## config.mk

```make
export PLATFORM = sky130hd
export DESIGN_NAME = tt_um_rescobar226_door_plant_flat
export DESIGN_NICKNAME = d
export VERILOG_FILES = /design/src/rtl/tt_um_rescobar226_door_plant_if.sv /design/src/rtl/tt_um_rescobar226_door_plant.sv /design/src/flat_wrapper.sv
export SDC_FILE = /design/constraint.sdc
export NUM_CORES = 1
export LEC_CHECK = 0
export ABC_AREA = 1
export BUFFER_PORTS_ARGS = -buffer_cell sky130_fd_sc_hd__buf_2
export CAP_MARGIN = 20
export CELL_PAD_IN_SITES_DETAIL_PLACEMENT = 0
export CELL_PAD_IN_SITES_GLOBAL_PLACEMENT = 1
export CORE_UTILIZATION = 42
export CTS_BUF_LIST = sky130_fd_sc_hd__clkbuf_4 sky130_fd_sc_hd__clkbuf_8
export DETAILED_ROUTE_END_ITERATION = 10
export PLACE_DENSITY_LB_ADDON = 0.1
export SYNTH_ARGS = -nofsm -noshare
export SYNTH_HDL_FRONTEND = slang
export SYNTH_SLANG_ARGS = --single-unit
```

## constraint.sdc

```tcl
create_clock -name clk -period 2.6 [get_ports clk]
set_clock_uncertainty 0.2 [all_clocks]
set_input_delay 0.39 -clock clk [delete_from_list [all_inputs] [get_ports clk]]
set_output_delay 0.39 -clock clk [all_outputs]
set_load 0.005 [all_outputs]
```

## src/rtl/tt_um_rescobar226_door_plant_if.sv

```systemverilog
// Pin bundle for the door plant. It groups the enable, the command inputs,
// the status outputs and the bidirectional pins. The controller side or the
// bench uses the master modport. The plant uses the slave modport.
interface tt_um_rescobar226_door_plant_if;
  logic       ena;
  logic [7:0] ui_in;
  logic [7:0] uo_out;
  logic [7:0] uio_in;
  logic [7:0] uio_out;
  logic [7:0] uio_oe;

  modport master (
    output ena,
    output ui_in,
    output uio_in,
    input  uo_out,
    input  uio_out,
    input  uio_oe
  );

  modport slave (
    input  ena,
    input  ui_in,
    input  uio_in,
    output uo_out,
    output uio_out,
    output uio_oe
  );
endinterface

```

## src/rtl/tt_um_rescobar226_door_plant.sv

```systemverilog
// Door mechanism plant emulator.
// The motor commands MA (open) and MC (close) move a position counter at a
// prescaled rate. The limit switches LA and LC are decoded from that position.
// Driving both motor commands at once latches FAULT. FAULT clears only on FCLR
// while both commands are released. A reversal goes through a fixed brake
// period before the door can move the other way.
// Optional feature macro: DOOR_PLANT_OBSTACLE_EN. When it is defined, OBST
// stalls a closing door. When it is undefined, OBST is ignored and STALL is 0.
module tt_um_rescobar226_door_plant #(
  parameter int TRAVEL    = 40,
  parameter int PRESCALE  = 1000,
  parameter int BRAKE_CYC = 8
) (
  input  logic clk,
  input  logic rst_n,
  tt_um_rescobar226_door_plant_if.slave bus
);

  typedef enum logic [2:0] {
    ST_IDLE    = 3'd0,
    ST_OPENING = 3'd1,
    ST_CLOSING = 3'd2,
    ST_BRAKE   = 3'd3,
    ST_FAULT   = 3'd4
  } state_t;

  localparam logic [7:0]  TRAVEL_V   = 8'(TRAVEL);
  localparam logic [15:0] PRE_LAST   = 16'(PRESCALE - 1);
  localparam logic [7:0]  BRAKE_LAST = 8'(BRAKE_CYC - 1);

  state_t      state_q, state_d;
  logic [7:0]  pos_q, pos_d;
  logic [15:0] presc_q, presc_d;
  logic [7:0]  brake_q, brake_d;

  logic ma, mc, obst, fclr;
  logic stall;

  assign ma   = bus.ui_in[0];
  assign mc   = bus.ui_in[1];
  assign obst = bus.ui_in[2];
  assign fclr = bus.ui_in[7];

`ifdef DOOR_PLANT_OBSTACLE_EN
  // A closing door stalls while the obstacle input is high.
  assign stall = obst && (state_q == ST_CLOSING);

  logic unused_inputs;
  assign unused_inputs = ^{bus.ui_in[6:3], bus.uio_in};
`else
  // Without obstacle support the door never stalls.
  assign stall = 1'b0;

  logic unused_inputs;
  assign unused_inputs = ^{obst, bus.ui_in[6:3], bus.uio_in};
`endif

  // State register: state, position, prescaler and brake counter.
  always_ff @(posedge clk or negedge rst_n) begin
    if (!rst_n) begin
      state_q <= ST_IDLE;
      pos_q   <= 8'd0;
      presc_q <= 16'd0;
      brake_q <= 8'd0;
    end else begin
      state_q <= state_d;
      pos_q   <= pos_d;
      presc_q <= presc_d;
      brake_q <= brake_d;
    end
  end

  // Next-state logic. The fault check comes first. Motion, endpoint and brake handling follow it.
  always_comb begin
    state_d = state_q;
    pos_d   = pos_q;
    presc_d = presc_q;
    brake_d = brake_q;
    if (bus.ena) begin
      if (ma && mc) begin
        state_d = ST_FAULT;
      end else begin
        case (state_q)
          ST_FAULT: begin
            // ma and mc are not both high on this branch.
            // Both must also be low before the fault clears.
            if (fclr && !ma && !mc) state_d = ST_IDLE;
          end
          ST_IDLE: begin
            if (ma && (pos_q < TRAVEL_V))   state_d = ST_OPENING;
            else if (mc && (pos_q != 8'd0)) state_d = ST_CLOSING;
          end
          ST_OPENING: begin
            if (mc) begin
              state_d = ST_BRAKE;
            end else if (!ma) begin
              state_d = ST_IDLE;
            end else if (presc_q == PRE_LAST) begin
              presc_d = 16'd0;
              if (pos_q != TRAVEL_V) pos_d = pos_q + 8'd1;
              if (pos_q + 8'd1 >= TRAVEL_V) state_d = ST_IDLE;
            end else begin
              presc_d = presc_q + 16'd1;
            end
          end
          ST_CLOSING: begin
            if (ma) begin
              state_d = ST_BRAKE;
            end else if (!mc) begin
              state_d = ST_IDLE;
            end else if (!stall) begin
              if (presc_q == PRE_LAST) begin
                presc_d = 16'd0;
                if (pos_q != 8'd0) pos_d = pos_q - 8'd1;
                if (pos_q <= 8'd1) state_d = ST_IDLE;
              end else begin
                presc_d = presc_q + 16'd1;
              end
            end
          end
          ST_BRAKE: begin
            if (brake_q == BRAKE_LAST) state_d = ST_IDLE;
            else                       brake_d = brake_q + 8'd1;
          end
          default: state_d = ST_IDLE;
        endcase
      end
      // Every state change starts the prescaler and the brake count fresh.
      if (state_d != state_q) begin
        presc_d = 16'd0;
        brake_d = 8'd0;
      end
    end
  end

  // Output decode from the registered state and position.
  always_comb begin
    bus.uo_out    = 8'd0;
    bus.uo_out[0] = (pos_q == TRAVEL_V);
    bus.uo_out[1] = (pos_q == 8'd0);
    bus.uo_out[2] = ((state_q == ST_OPENING) || (state_q == ST_CLOSING)) && !stall;
    bus.uo_out[3] = (state_q == ST_OPENING);
    bus.uo_out[4] = (state_q == ST_FAULT);
    bus.uo_out[5] = stall;
    bus.uio_out   = pos_q;
    bus.uio_oe    = 8'hFF;
  end

endmodule

```

## src/flat_wrapper.sv

```systemverilog
// flat-port wrapper written by rule: the top's interface ports become plain ports
module tt_um_rescobar226_door_plant_flat 
#(
  parameter int TRAVEL    = 40,
  parameter int PRESCALE  = 1000,
  parameter int BRAKE_CYC = 8
)
  (clk, rst_n, bus_ena, bus_ui_in, bus_uio_in, bus_uo_out, bus_uio_out, bus_uio_oe);
  tt_um_rescobar226_door_plant_if bus_i ();
  input  logic clk;
  input  logic rst_n;
  input wire logic [$bits(bus_i.ena)-1:0] bus_ena;
  input wire logic [$bits(bus_i.ui_in)-1:0] bus_ui_in;
  input wire logic [$bits(bus_i.uio_in)-1:0] bus_uio_in;
  output wire logic [$bits(bus_i.uo_out)-1:0] bus_uo_out;
  output wire logic [$bits(bus_i.uio_out)-1:0] bus_uio_out;
  output wire logic [$bits(bus_i.uio_oe)-1:0] bus_uio_oe;
  assign bus_i.ena = bus_ena;
  assign bus_i.ui_in = bus_ui_in;
  assign bus_i.uio_in = bus_uio_in;
  assign bus_uo_out = bus_i.uo_out;
  assign bus_uio_out = bus_i.uio_out;
  assign bus_uio_oe = bus_i.uio_oe;
  tt_um_rescobar226_door_plant #(.TRAVEL(TRAVEL), .PRESCALE(PRESCALE), .BRAKE_CYC(BRAKE_CYC)) u_core (.clk(clk), .rst_n(rst_n), .bus(bus_i));
endmodule
```

==> impl_metrics.ini <==
[status]
status = complete, but fails checks
violations = design-rule violations, negative hold slack

[sta]
fin_crit_sh_pct = 93.93
fin_ws_ns = 0.1578
fmaxAchievable_ghz = 0.4095
worstMarginPinSlew_ns = 0.8337
finalSetupViolations = 0
finalSetupTns_ns = 0
min_period_ns = 2.442
relSlewSlack_pct = 44.42
timing.hold.ws_ns = -0.01247
slew_viol_final = 0
finalHoldViolations = 21

[setup_path]
arrival_ns = 2.48
rrSetupSlack_ns = 0.16
crit_chain = buf_4 -> inv_2 -> ha_1 -> nand2_1 -> o21ai_1 -> nand2_1 -> nand2_1 -> nand3_2 -> nand2_2 -> nand2_1 -> nand2_2 -> nand4_4 -> nand2_4 -> clkbuf_16 -> nand3_1 -> nand2_1
crit_family = simple AND/OR/NAND/NOR gates
critPathMaxFanout = 8
cp-start-kind = flop
path_common_cell = nand2_1
cp_num_buf_inv = 3
critPathKind = reg2reg
critPathCaptureType = flop
crit_slowest_cell = dfrtp_1
slowest_delay_ns = 0.39
crit_required_ns = 2.64

[final_layout]
final_util_pct = 50.79
nFillCells = 676
multi_input_area_mm2 = 0.001728
fin_area_mm2 = 0.003262
diodes = 0
final_layout_size_suffix_gt1_share_pct = 23.18
register_area_um2 = 880.8
final_nets = 464
area.growth.synth_to_final_pct = 15.87

[power_and_ir_drop]
p_leak_nw = 1.557
fin_total_pwr_mw = 2.557
vdd_drop_max_mv = 0.4492
power.density_mw_per_mm2 = 783.9

[logic_synthesis]
yosys.cell_types.count = 42
synthArstFlopShare_pct = 100.0
syn_area_mm2 = 0.002815
synth_warnings = 0
synthCells = 405
synth_edf_count = 0
synth_seq_area_share_pct = 31.11
synth_area_per_cell_um2 = 6.951
synth_ff_type = dfrtp_1
synth_seq_cells = 35

[placed_design]
dp_hpwl_mm = 4.982
preCtsSetupSlack_ns = 0.1217
gp_routability_congestion = 0.7988
placed_area_mm2 = 0.003000
port_buffers = 18

[clock_network]
clockBufferDepth = 2
ctsHoldBuffers = 0
root_buffer = clkbuf_8
cts.sinks = 35
cts_tree = yes
clkLatencyLatePin_ns = 0.30
cts-htree-levels = 2
clkTransAtPathRegs_ns = 0.08
cts_made_buffers = 5

[die]
die_area_mm2 = 0.007034
io_pins = 43
core-area_mm2 = 0.006422
die_y_um = 83.87
die_w_um = 83.87
num_rows = 29
initial_core_util_pct = 43.83

[grt]
grt_overflow_total = 0
grt_pass1_vias = 2379
antenna_found_initial = 0
grt_usage_pct = 20.48
grt_start_max_net_pins = 36
grt_first_pass_wirelength_mm = 11.62

[route]
via_per_inst = 5.097
avgRoutedWirePerCell_um = 13.82
first_pass_iters = 9
vias = 2635
drtIter0Drc = 177
drtAntennaViolNets = 0
drt-total-wl_mm = 7.145
post-route-drc-count = 1

[job]
cap_violations = 0

[min_path]
worstHoldPathType = in2async
-- routing by layer --
layer	wire (um)	vias up	global-route usage (%)	part of all wire, %
li1	-	1371	-	-
met5	0	-	0	0
met1	3511	1207	29.29	49
met4	76	0	5.172	1.1
met2	3317	48	32.41	46
met3	240	9	2.967	3.4
-- state kept, by name, indices dropped and copies added (netlist names) --
name and flops:
u_core.brake_q 8, u_core.presc_q 16, u_core.bus.uio_out 8, u_core.state_q 3
-- final timing paths --
check	end	depth (start not counted)	start
worst max-delay path	u_core.presc_q[4]$_DFFE_PN0P_	16	u_core.bus.uio_out[1]$_DFFE_PN0P_
worst min-delay path	u_core.bus.uio_out[3]$_DFFE_PN0P_	1	rst_n
worst max register to register	u_core.presc_q[4]$_DFFE_PN0P_	16	u_core.bus.uio_out[1]$_DFFE_PN0P_
worst min register to register	u_core.brake_q[5]$_DFFE_PN0P_	2	u_core.brake_q[5]$_DFFE_PN0P_
max in group asynchronous	u_core.state_q[0]$_DFFE_PN0P_	1	rst_n
min in group clk	u_core.brake_q[6]$_DFFE_PN0P_	2	bus_ena
-- cells in the mapped netlist (8+ instances only) --
cell	count	area [um2]
a21oi_1	10	50.05
buf_4	16	120.1
dfrtp_1	35	875.8
inv_1	34	127.6
nand2_1	105	394.1
nand3_1	41	205.2
nand3_2	8	80.08
nand4_1	12	75.07
nor2_1	49	183.9
nor3_1	8	40.04
o21ai_0	18	90.09
xor2_1	12	105.1
-- metrics by stage --
stage                     cells  hold WS [ns]
after CTS                   511       0.02478
after detailed placement    503        0.3268
after global placement      503        0.3250
after global routing        517       0.07662
after floorplan             414       -0.1056
final                       517      -0.01247
-- power breakdown --
group	internal, mW	switching, mW	leakage, nW
Sequential	0.623	0.121	0.466
Clock	0.286	0.228	0.0581
Combinational	0.530	0.769	1.03
-- logic make-up after synthesis --
logic type	count (synthesis)	share of synthesized area (%)
simple gates	243	41.47
other cells	2	0.2668
buf+inv	64	11.73
xor+xnor	15	4.667
flops	35	31.11
compound gates	40	8.089
fa+ha+maj	6	2.667
-- cell usage in the layout (no fill, tap or decap), types with 7 or more instances in the layout --
cell type and instances:
dfrtp_1 31, nand3_2 9, nor2_2 7, buf_2 18, xor2_1 12, o21ai_0 16
buf_4 17, nand2_1 99, inv_1 32, a21oi_1 10, nand4_1 12, nor3_1 8
nand3_1 39, nor2_1 45, conb_1 11, nand2_2 9
-- layout make-up --
| type | count | area share [%] |
|---|---|---|
| Clock inverter | 3 | 1.343 |
| Clock buffer | 5 | 2.110 |
| Sequential cell | 35 | 27.00 |
| Timing Repair Buffer | 39 | 8.554 |
| Inverter | 42 | 5.063 |
| Multi-Input combinational cell | 316 | 52.97 |
| Tap cell | 77 | 2.954 |
-- what timing repair did --
item                       in CTS  in global routing
setup endpoints to repair       0                 23
gates resized for setup         0                 31
setup buffers                   0                  4
No activity file was read; power rests on OpenSTA's default activity.
